### config.mk
export PLATFORM = sky130hd
export DESIGN_NAME = float_accumulator
export DESIGN_NICKNAME = d
export VERILOG_FILES = /design/src/rtl/float_accumulator.sv
export SDC_FILE = /design/constraint.sdc
export NUM_CORES = 1
export LEC_CHECK = 0
export ABC_AREA = 1
export CORE_ASPECT_RATIO = 0.6
export CORE_MARGIN = 4
export CORE_UTILIZATION = 55
export DETAILED_ROUTE_END_ITERATION = 16
export PLACE_DENSITY = 0.75
export SLEW_MARGIN = 20
export SYNTH_ARGS = -nofsm -noshare
export SYNTH_HDL_FRONTEND = slang
export SYNTH_SLANG_ARGS = --single-unit
### constraint.sdc
create_clock -name clk_i -period 5.1 [get_ports clk_i]
set_clock_uncertainty 0.15 [all_clocks]
set_input_delay 1.02 -clock clk_i [delete_from_list [all_inputs] [get_ports clk_i]]
set_output_delay 1.02 -clock clk_i [all_outputs]
set_load 0.005 [all_outputs]
### src/rtl/float_accumulator.sv
// float_accumulator: sequential IEEE-754 single-precision accumulator using an align/add/normalize FSM.
// Define FACC_ROUND_EN to round to nearest-even in NORM; the default build truncates.
module float_accumulator #(
    parameter int unsigned GUARD_BITS = 3,
    parameter int unsigned COUNT_W    = 16
) (
    input  logic               clk_i,
    input  logic               rst_i,
    input  logic               prod_valid_i,
    output logic               prod_ready_o,
    input  logic [31:0]        prod_data_i,
    input  logic               prod_last_i,
    output logic               out_valid_o,
    input  logic               out_ready_i,
    output logic [31:0]        out_data_o,
    output logic [COUNT_W-1:0] term_count_o
);
    localparam int unsigned MW  = 24 + GUARD_BITS;  // significand plus guard bits
    localparam int unsigned SW  = MW + 1;           // room for the carry-out
    localparam int unsigned LZW = $clog2(MW + 1);

    typedef enum logic [2:0] {S_ACCEPT, S_ALIGN, S_ADD, S_NORM, S_DONE} state_t;

    state_t             state_q, state_d;
    logic               acc_sign_q, acc_sign_d;
    logic [7:0]         acc_exp_q, acc_exp_d;
    logic [23:0]        acc_man_q, acc_man_d;
    logic               acc_inf_q, acc_inf_d;
    logic [31:0]        op_q, op_d;
    logic               last_q, last_d;
    logic               byp_q, byp_d;
    logic               a_sign_q, a_sign_d;
    logic               b_sign_q, b_sign_d;
    logic [7:0]         a_exp_q, a_exp_d;
    logic [MW-1:0]      a_man_q, a_man_d;
    logic [MW-1:0]      b_man_q, b_man_d;
    logic               sum_sign_q, sum_sign_d;
    logic [7:0]         sum_exp_q, sum_exp_d;
    logic [SW-1:0]      sum_q, sum_d;
    logic [COUNT_W-1:0] count_q, count_d;
    logic               ready_q, ready_d;
    logic               out_valid_q, out_valid_d;
    logic [31:0]        out_data_q, out_data_d;
    logic [COUNT_W-1:0] term_count_q, term_count_d;

    // Align / add / normalize datapath temporaries
    logic [7:0]     op_exp, big_exp, diff;
    logic           op_big;
    logic [MW-1:0]  op_man, acc_mw, small_man, shifted;
    logic [SW-1:0]  add_sum;
    logic           add_sign;
    logic [LZW-1:0] lz;
    logic [MW-1:0]  norm;
    logic [9:0]     exp_w;
    logic [23:0]    man;
`ifdef FACC_ROUND_EN
    localparam logic [GUARD_BITS-1:0] HALF = GUARD_BITS'(1) << (GUARD_BITS - 1);
    logic [GUARD_BITS-1:0] grd;
    logic                  rnd_up;
    logic [24:0]           man_r;
`endif

    function automatic logic [31:0] pack(input logic inf, input logic s, input logic [7:0] e,
                                         input logic [22:0] f);
        if (inf) return {s, 8'hFF, 23'h0};
        if (e == 8'h00) return 32'h0;
        return {s, e, f};
    endfunction

    always_comb begin
        state_d      = state_q;
        acc_sign_d   = acc_sign_q;
        acc_exp_d    = acc_exp_q;
        acc_man_d    = acc_man_q;
        acc_inf_d    = acc_inf_q;
        op_d         = op_q;
        last_d       = last_q;
        byp_d        = byp_q;
        a_sign_d     = a_sign_q;
        b_sign_d     = b_sign_q;
        a_exp_d      = a_exp_q;
        a_man_d      = a_man_q;
        b_man_d      = b_man_q;
        sum_sign_d   = sum_sign_q;
        sum_exp_d    = sum_exp_q;
        sum_d        = sum_q;
        count_d      = count_q;
        out_valid_d  = out_valid_q;
        out_data_d   = out_data_q;
        term_count_d = term_count_q;

        // Alignment: the operand with the larger exponent becomes A; exp=0 is a zero
        op_exp    = op_q[30:23];
        op_man    = (op_exp == 8'h00) ? '0 : {1'b1, op_q[22:0], {GUARD_BITS{1'b0}}};
        acc_mw    = {acc_man_q, {GUARD_BITS{1'b0}}};
        op_big    = op_exp > acc_exp_q;
        big_exp   = op_big ? op_exp : acc_exp_q;
        diff      = op_big ? (op_exp - acc_exp_q) : (acc_exp_q - op_exp);
        small_man = op_big ? acc_mw : op_man;
        shifted   = (diff >= 8'(MW)) ? '0 : (small_man >> diff);

        // Signed-magnitude add; the result takes the sign of the larger magnitude
        if (a_sign_q == b_sign_q) begin
            add_sum  = SW'(a_man_q) + SW'(b_man_q);
            add_sign = a_sign_q;
        end else if (a_man_q >= b_man_q) begin
            add_sum  = SW'(a_man_q) - SW'(b_man_q);
            add_sign = a_sign_q;
        end else begin
            add_sum  = SW'(b_man_q) - SW'(a_man_q);
            add_sign = b_sign_q;
        end

        lz = LZW'(MW);
        for (int i = 0; i < int'(MW); i++) begin
            if (sum_q[i]) lz = LZW'(int'(MW) - 1 - i);
        end
        if (sum_q[SW-1]) begin
            norm  = sum_q[SW-1:1];
            exp_w = {2'b00, sum_exp_q} + 10'd1;
        end else begin
            norm  = sum_q[MW-1:0] << lz;
            exp_w = {2'b00, sum_exp_q} - 10'(lz);
        end
        man = norm[MW-1:GUARD_BITS];
`ifdef FACC_ROUND_EN
        grd    = norm[GUARD_BITS-1:0];
        rnd_up = (grd > HALF) || ((grd == HALF) && man[0]);
        man_r  = {1'b0, man} + 25'(rnd_up);
        if (man_r[24]) begin
            man   = man_r[24:1];
            exp_w = exp_w + 10'd1;
        end else begin
            man   = man_r[23:0];
        end
`endif

        unique case (state_q)
            S_ACCEPT: begin
                if (prod_valid_i && ready_q) begin
                    op_d    = prod_data_i;
                    last_d  = prod_last_i;
                    count_d = (count_q == '1) ? count_q : count_q + COUNT_W'(1);
                    state_d = S_ALIGN;
                end
            end
            S_ALIGN: begin
                byp_d = 1'b0;
                if (acc_inf_q) begin
                    byp_d = 1'b1;
                end else if (op_exp == 8'hFF) begin
                    byp_d      = 1'b1;
                    acc_inf_d  = 1'b1;
                    acc_sign_d = op_q[31];
                end
                a_sign_d = op_big ? op_q[31] : acc_sign_q;
                b_sign_d = op_big ? acc_sign_q : op_q[31];
                a_exp_d  = big_exp;
                a_man_d  = op_big ? op_man : acc_mw;
                b_man_d  = shifted;
                state_d  = S_ADD;
            end
            S_ADD: begin
                sum_d      = add_sum;
                sum_sign_d = add_sign;
                sum_exp_d  = a_exp_q;
                state_d    = S_NORM;
            end
            S_NORM: begin
                if (!byp_q) begin
                    if ((norm == '0) || ($signed(exp_w) <= 10'sd0)) begin
                        acc_sign_d = 1'b0;
                        acc_exp_d  = 8'h00;
                        acc_man_d  = '0;
                    end else if ($signed(exp_w) >= 10'sd255) begin
                        acc_inf_d  = 1'b1;
                        acc_sign_d = sum_sign_q;
                    end else begin
                        acc_sign_d = sum_sign_q;
                        acc_exp_d  = exp_w[7:0];
                        acc_man_d  = man;
                    end
                end
                state_d = last_q ? S_DONE : S_ACCEPT;
                if (last_q) begin
                    out_valid_d  = 1'b1;
                    out_data_d   = pack(acc_inf_d, acc_sign_d, acc_exp_d, acc_man_d[22:0]);
                    term_count_d = count_q;
                end
            end
            S_DONE: begin
                if (out_ready_i) begin
                    out_valid_d = 1'b0;
                    acc_sign_d  = 1'b0;
                    acc_exp_d   = 8'h00;
                    acc_man_d   = '0;
                    acc_inf_d   = 1'b0;
                    count_d     = '0;
                    state_d     = S_ACCEPT;
                end
            end
            default: state_d = S_ACCEPT;
        endcase

        ready_d = (state_d == S_ACCEPT);
    end

    always_ff @(posedge clk_i) begin
        if (rst_i) begin
            state_q      <= S_ACCEPT;
            acc_sign_q   <= 1'b0;
            acc_exp_q    <= 8'h00;
            acc_man_q    <= '0;
            acc_inf_q    <= 1'b0;
            op_q         <= '0;
            last_q       <= 1'b0;
            byp_q        <= 1'b0;
            a_sign_q     <= 1'b0;
            b_sign_q     <= 1'b0;
            a_exp_q      <= 8'h00;
            a_man_q      <= '0;
            b_man_q      <= '0;
            sum_sign_q   <= 1'b0;
            sum_exp_q    <= 8'h00;
            sum_q        <= '0;
            count_q      <= '0;
            ready_q      <= 1'b1;
            out_valid_q  <= 1'b0;
            out_data_q   <= '0;
            term_count_q <= '0;
        end else begin
            state_q      <= state_d;
            acc_sign_q   <= acc_sign_d;
            acc_exp_q    <= acc_exp_d;
            acc_man_q    <= acc_man_d;
            acc_inf_q    <= acc_inf_d;
            op_q         <= op_d;
            last_q       <= last_d;
            byp_q        <= byp_d;
            a_sign_q     <= a_sign_d;
            b_sign_q     <= b_sign_d;
            a_exp_q      <= a_exp_d;
            a_man_q      <= a_man_d;
            b_man_q      <= b_man_d;
            sum_sign_q   <= sum_sign_d;
            sum_exp_q    <= sum_exp_d;
            sum_q        <= sum_d;
            count_q      <= count_d;
            ready_q      <= ready_d;
            out_valid_q  <= out_valid_d;
            out_data_q   <= out_data_d;
            term_count_q <= term_count_d;
        end
    end

    assign prod_ready_o = ready_q;
    assign out_valid_o  = out_valid_q;
    assign out_data_o   = out_data_q;
    assign term_count_o = term_count_q;

endmodule

* After elaboration in Yosys (flattened, before gate mapping)
Cells that the tools add are included.
** Storage, ports and cells
- Flip-flop bits (word level) :: 238
- Input bits :: 37
- Output and inout bits :: 50
- Word-level logic and storage cells :: 156
** Operators by class
- $add $sub $neg :: 8
- Order comparisons :: 5
- Eq/ne operators :: 15
- Shift-type cells :: 2
- Multiplexer cells :: 86
- Reduce and logical (&&, ||, !) cells :: 18
** Operator list (number)
- two-way mux 27 bit :: 5
- two-way mux 5 bit :: 26
- two-way mux 32 bit :: 4
- two-way mux 24 bit :: 4
- two-way mux 28 bit :: 2
- two-way mux 8 bit :: 7
- subtractor 27 x 27 -> 28 bit :: 2
- two-way mux 16 bit :: 3
- case mux 24 bit (2 select lines) :: 1
- case mux 16 bit (2 select lines) :: 1
- adder 27 x 27 -> 28 bit :: 1
- greater-or-equal comparator 27 bit :: 1
- zero test 27 bit :: 1
- << shifter 27 x 5 -> 27 bit :: 1
- right shift 27 x 8 -> 27 bit :: 1
- two-way mux 1 bit :: 24
- adder 16 x 1 -> 16 bit (second input constant) :: 1
- equality test 16 bit (second input constant) :: 1
- zero test 8 bit :: 2
- case mux 8 bit (2 select lines) :: 1
- subtractor 8 bit :: 2
- case mux 3 bit (5 select lines) :: 1
- != test 2 bit (second input constant) :: 7
- AND reduction 4 bit :: 3
- other kinds (23) :: 32

* Logic depth before layout (Yosys ltp)
- Depth after elaboration :: 42
- Depth in mapped cells :: 55
- Gate-level depth less buffers :: 52

* Least setup slack after synthesis
Ideal clock, no wire load.
- Path type :: register -> register
- Start point :: register sum_q[2]
- End point :: register out_data_q[13], in the netlist out_data_o[13]
- Setup time :: 0.132 ns
- Arrival time :: 4.928 ns
- Data required time :: 4.818 ns
- Setup slack :: -0.110 ns
- Cell stages (with the launch flop) :: 55
- Period minus slack after synthesis :: 5.210 ns
- Cell sequence :: dfxtp_1 inv_1 nand2_1 nand2_1 nand2_1 nand2_1 nand2_1 nand2_1 nand2_1 nand2_1 nand2_1 nand2_1 nand2_1 nand2_1 nand2_1 nand2_1 nand2_1 nand2_1 [... 19 more ...] xor2_1 nand3_1 o21ai_1 inv_1 nor2_2 inv_1 buf_2 o21ai_0 inv_1 nand3_1 nand2_1 nor2_1 nand2_1 nor2_1 inv_2 buf_2 nand2_1 a21oi_2
** On the way
- Cells in the longest elaborated chain, start to end :: 39
- Elaborated cells on any way between the ends :: 55
- Classes of those cells :: 1 x add/sub; 2 x order compare; 1 x shift; 48 x mux; 3 x reduce/logical
** RTL lines
- from (decl) :: line 39 : logic [SW-1:0] sum_q, sum_d;
- from (signal assigned) :: line 247 : sum_q <= sum_d;
- two-way mux 5 bit (25 in a row) :: line 116 : if (sum_q[i]) lz = LZW'(int'(MW) - 1 - i);
- subtractor 8 x 5 -> 9 bit or << shifter 27 x 5 -> 27 bit (tied branches) :: line 123, 122
- two-way mux 10 bit or two-way mux 27 bit (tied branches) :: line 118 : if (sum_q[SW-1]) begin
- greater-or-equal comparator 10 x 9 -> 1 bit (tied with other cells) :: line 175 : end else if ($signed(exp_w) >= 10'sd255) begin
- two-way mux 8 bit or logical OR 1 bit (tied branches) :: line 175, 171
- two-way mux 8 bit :: line 171 : if ((norm == '0) || ($signed(exp_w) <= 10'sd0)) begin
- two-way mux 8 bit :: line 170 : if (!byp_q) begin
- two-way mux 8 bit :: line 138 : unique case (state_q)
- zero test 8 bit :: line 66 : if (e == 8'h00) return 32'h0;
- two-way mux 1 bit (2 in a row) :: line 66
- two-way mux 1 bit :: line 185 : if (last_q) begin
- two-way mux 1 bit :: line 138
- two-way mux 32 bit :: line 67 : return {s, e, f};
- two-way mux 32 bit (*) :: line 66
- to (signal assigned) :: line 251 : out_data_q <= out_data_d;
- to (decl) :: line 43 : logic [31:0] out_data_q, out_data_d;
Every way passes the cells marked *; elsewhere a longest branch is shown, timed or not. The select of a mux whose other input is x is not followed.
A chain may end at the register's enable or synchronous reset.

* Worst setup path after layout
- Start point :: register sum_q[1]
- End point :: register out_data_q[13], in the netlist out_data_o[13]
** On the way
- Cells in the longest elaborated chain, start to end :: 40
- Elaborated cells on any way between the ends :: 56
- Classes of those cells :: 1 x add/sub; 2 x order compare; 1 x shift; 49 x mux; 3 x reduce/logical
** RTL lines (line)
- two-way mux 5 bit (26 in a row) :: 116
- subtractor 8 x 5 -> 9 bit or << shifter 27 x 5 -> 27 bit (tied branches) :: 123, 122
- two-way mux 10 bit or two-way mux 27 bit (tied branches) :: 118
- greater-or-equal comparator 10 x 9 -> 1 bit (tied with other cells) :: 175
- two-way mux 8 bit or logical OR 1 bit (tied branches) :: 175, 171
- two-way mux 8 bit :: 171
- two-way mux 8 bit :: 170
- two-way mux 8 bit :: 138
- zero test 8 bit :: 66
- two-way mux 1 bit (2 in a row) :: 66
- two-way mux 1 bit :: 185
- two-way mux 1 bit :: 138
- two-way mux 32 bit :: 67
- two-way mux 32 bit (*) :: 66
Marked as above.

==> out/metrics.cfg <==
[synthesis]
ys_top_cells_by_count = 630 x nand2_1, 325 x a21oi_1, 319 x inv_1
syn-num-nets = 2882
ys_ff_latch = 235
synth.most_common_cell = nand2_1
ys.flop_type = dfxtp_1
async_flop_share = 0
yosysWarnings = 0
synth_cells = 2745
synth_area_per_cell_um2 = 6.36
synth_area_mm2 = 0.0174
yosys-top-cells-area = dfxtp_1 27%, nand2_1 14%, a21oi_1 9.3%
yosysUniqueCellTypes = 64
synth_edf_count = 0
yosys.area.top_type = dfxtp_1
synth_top_area_frac = 0.270
yosysSeqAreaShare = 0.270

[clock_network]
clk_pin_slew_worst_paths_ns = 0.06
clockRootBuffer = clkbuf_16
h-tree-depth = 1
cts_tree = built
cts_buffer_depth = 3
cts_buffers = 24
clkLatencyLatePin_ns = 0.54
ctsHoldBuffers = 0
clock-sinks = 235

[finish]
fin_cells = 3261
insertedDiodeCount = 0
drive_gt1_frac = 0.0956
final_net_count = 2968
syn2layout_area_growth_pct = 16.3

[timing]
fmax_ghz = 0.193
report.final.setup_viol = 21
slew_viol_final = 0
layout_min_cycle_time_ns = 5.18
rsz0062_at_grt = yes
period_share = 1.02
fin_ws_ns = -0.0786
timing.hold.ws_ns = 0.309
worst_pin_slew_ns = 0.933
final-hold-violation-count = 0
slew_headroom = 0.378
setup_tns_ns = -0.541

[setup_path]
arrival_ns = 5.43
crit_fanout = 6
crit_path_frequent_cell = nand2_1
slowest_stage = fa_2
end_kind = register
worst_setup_path_start_kind = register
worst_ep_required_time_ns = 5.35
worstSetupPathType = register to register
slowest_delay_ns = 0.35

[power]
powerDensity_mw_per_mm2 = 689
p_total_mw = 14.0
peakVddDrop_mv = 0.451
p_leak_nw = 8.83

[die]
core-area_mm2 = 0.0312
die_w_um = 238
die_area_mm2 = 0.0347
initial_core_util = 0.559
ios = 87
die-height_um = 146
placementRows = 50

[grt]
grt_max_degree = 79
grt_pass1_vias = 17092
grt_pass1_wl_um = 97400
antenna_found_initial = 1
grt.total_usage = 0.349
grt-ovfl-total = 0

[hold_path]
hp-class = register to register

[routing]
ant_nets = 0
drt-total-wl_um = 65100
routedWlPerCell_um = 20.0
drtPass1Iterations = 8
viasPerCell = 6.03
drt_iter0_drc = 2382
vias = 19664
drc = 0

[run]
maxCapViolations = 0

[status]
status = finished with violations
violations = setup timing

[place]
place_ws_ns = -0.0747
port_buffers = 86
hpwlAfterDp_um = 49000
dp_cells = 3191
gp_congestion = 1.03

timing repair:
action	4_1_cts	5_1_grt
gates resized for setup	1	68
gates cloned	0	7
pin swaps	0	14
buffers inserted	0	24
endpoints found under the setup margin	23	66
routing by layer:
metal  routed length (um)  GRT usage
met1                29500      0.546
met2                24800      0.455
met3                 9000      0.106
met4                 1850     0.0869
met5                    0          0
worst max-delay path, delay by kind of cell, from the launching register on:
| family | cells | cell delay (ns) |
|---|---|---|
| AOI/OAI and AO/OA | 5 | 0.51 |
| xor gates and xnor gates | 1 | 0.09 |
| adders and majority gates | 2 | 0.52 |
| buffers and inverters | 7 | 0.61 |
| DFF | 1 | 0.32 |
| and+or+nand+nor | 39 | 2.83 |
area by class of cell:
cell class,count,area [um2]
well taps,416,520
repair inverters,3,25.0
multi-input cells,2023,11100
fillers,2850,10900
clock buffers,31,668
flip-flops and latches,235,4710
clock inverters,9,108
inverters,336,1280
repair buffers,208,1900
power breakdown:
part	leakage (nW)	internal [mW]	switching [mW]
sequential	1.91	2.02	0.196
combinational	6.54	3.35	6.61
clock	0.376	1.02	0.780
registers in the layout, indices dropped and copies added, names as in the netlist, 3 cells and up:
| name | count |
|---|---|
| op_q | 32 |
| out_data_o | 32 |
| sum_q | 28 |
| b_man_q | 27 |
| a_man_q | 24 |
| acc_man_q | 24 |
| count_q | 16 |
| term_count_o | 16 |
| a_exp_q | 8 |
| acc_exp_q | 8 |
| sum_exp_q | 8 |
| state_q | 3 |
final timing paths:
path,startpoint,end,slack [ns],depth (start not counted)
worst max-delay path,sum_q[1],out_data_o[13],-0.08,54
worst min-delay path,op_q[18],op_q[18],0.31,2
worst max register to register,sum_q[1],out_data_o[13],-0.08,54
worst min register to register,op_q[18],op_q[18],0.31,2
cells by family after synthesis:
family / share of synthesized area
simple gates: 0.270
compound gates: 0.256
buf+inv: 0.108
flops: 0.270
fa+ha+maj: 0.0739
xor+xnor: 0.0191
mux: 0.00287
placed cells by master, fill, tap and decap left out, types with 34 or more instances in the layout:
cell type / n
nand2_1: 619
inv_1: 316
a21oi_1: 310
o21ai_0: 281
dfxtp_1: 234
nand3_1: 173
nor2_1: 163
buf_4: 111
ha_1: 94
clkdlybuf4s50_1: 85
o211ai_1: 34
per-stage QoR:
stage,cell area (um2),utilization
6_report,20300,0.650
5_1_grt,20300,0.650
4_1_cts,19800,0.633
3_5_place_dp,19000,0.608
3_3_place_gp,19000,0.608
2_1_floorplan,17500,-
(Power assumes the default switching activity.)
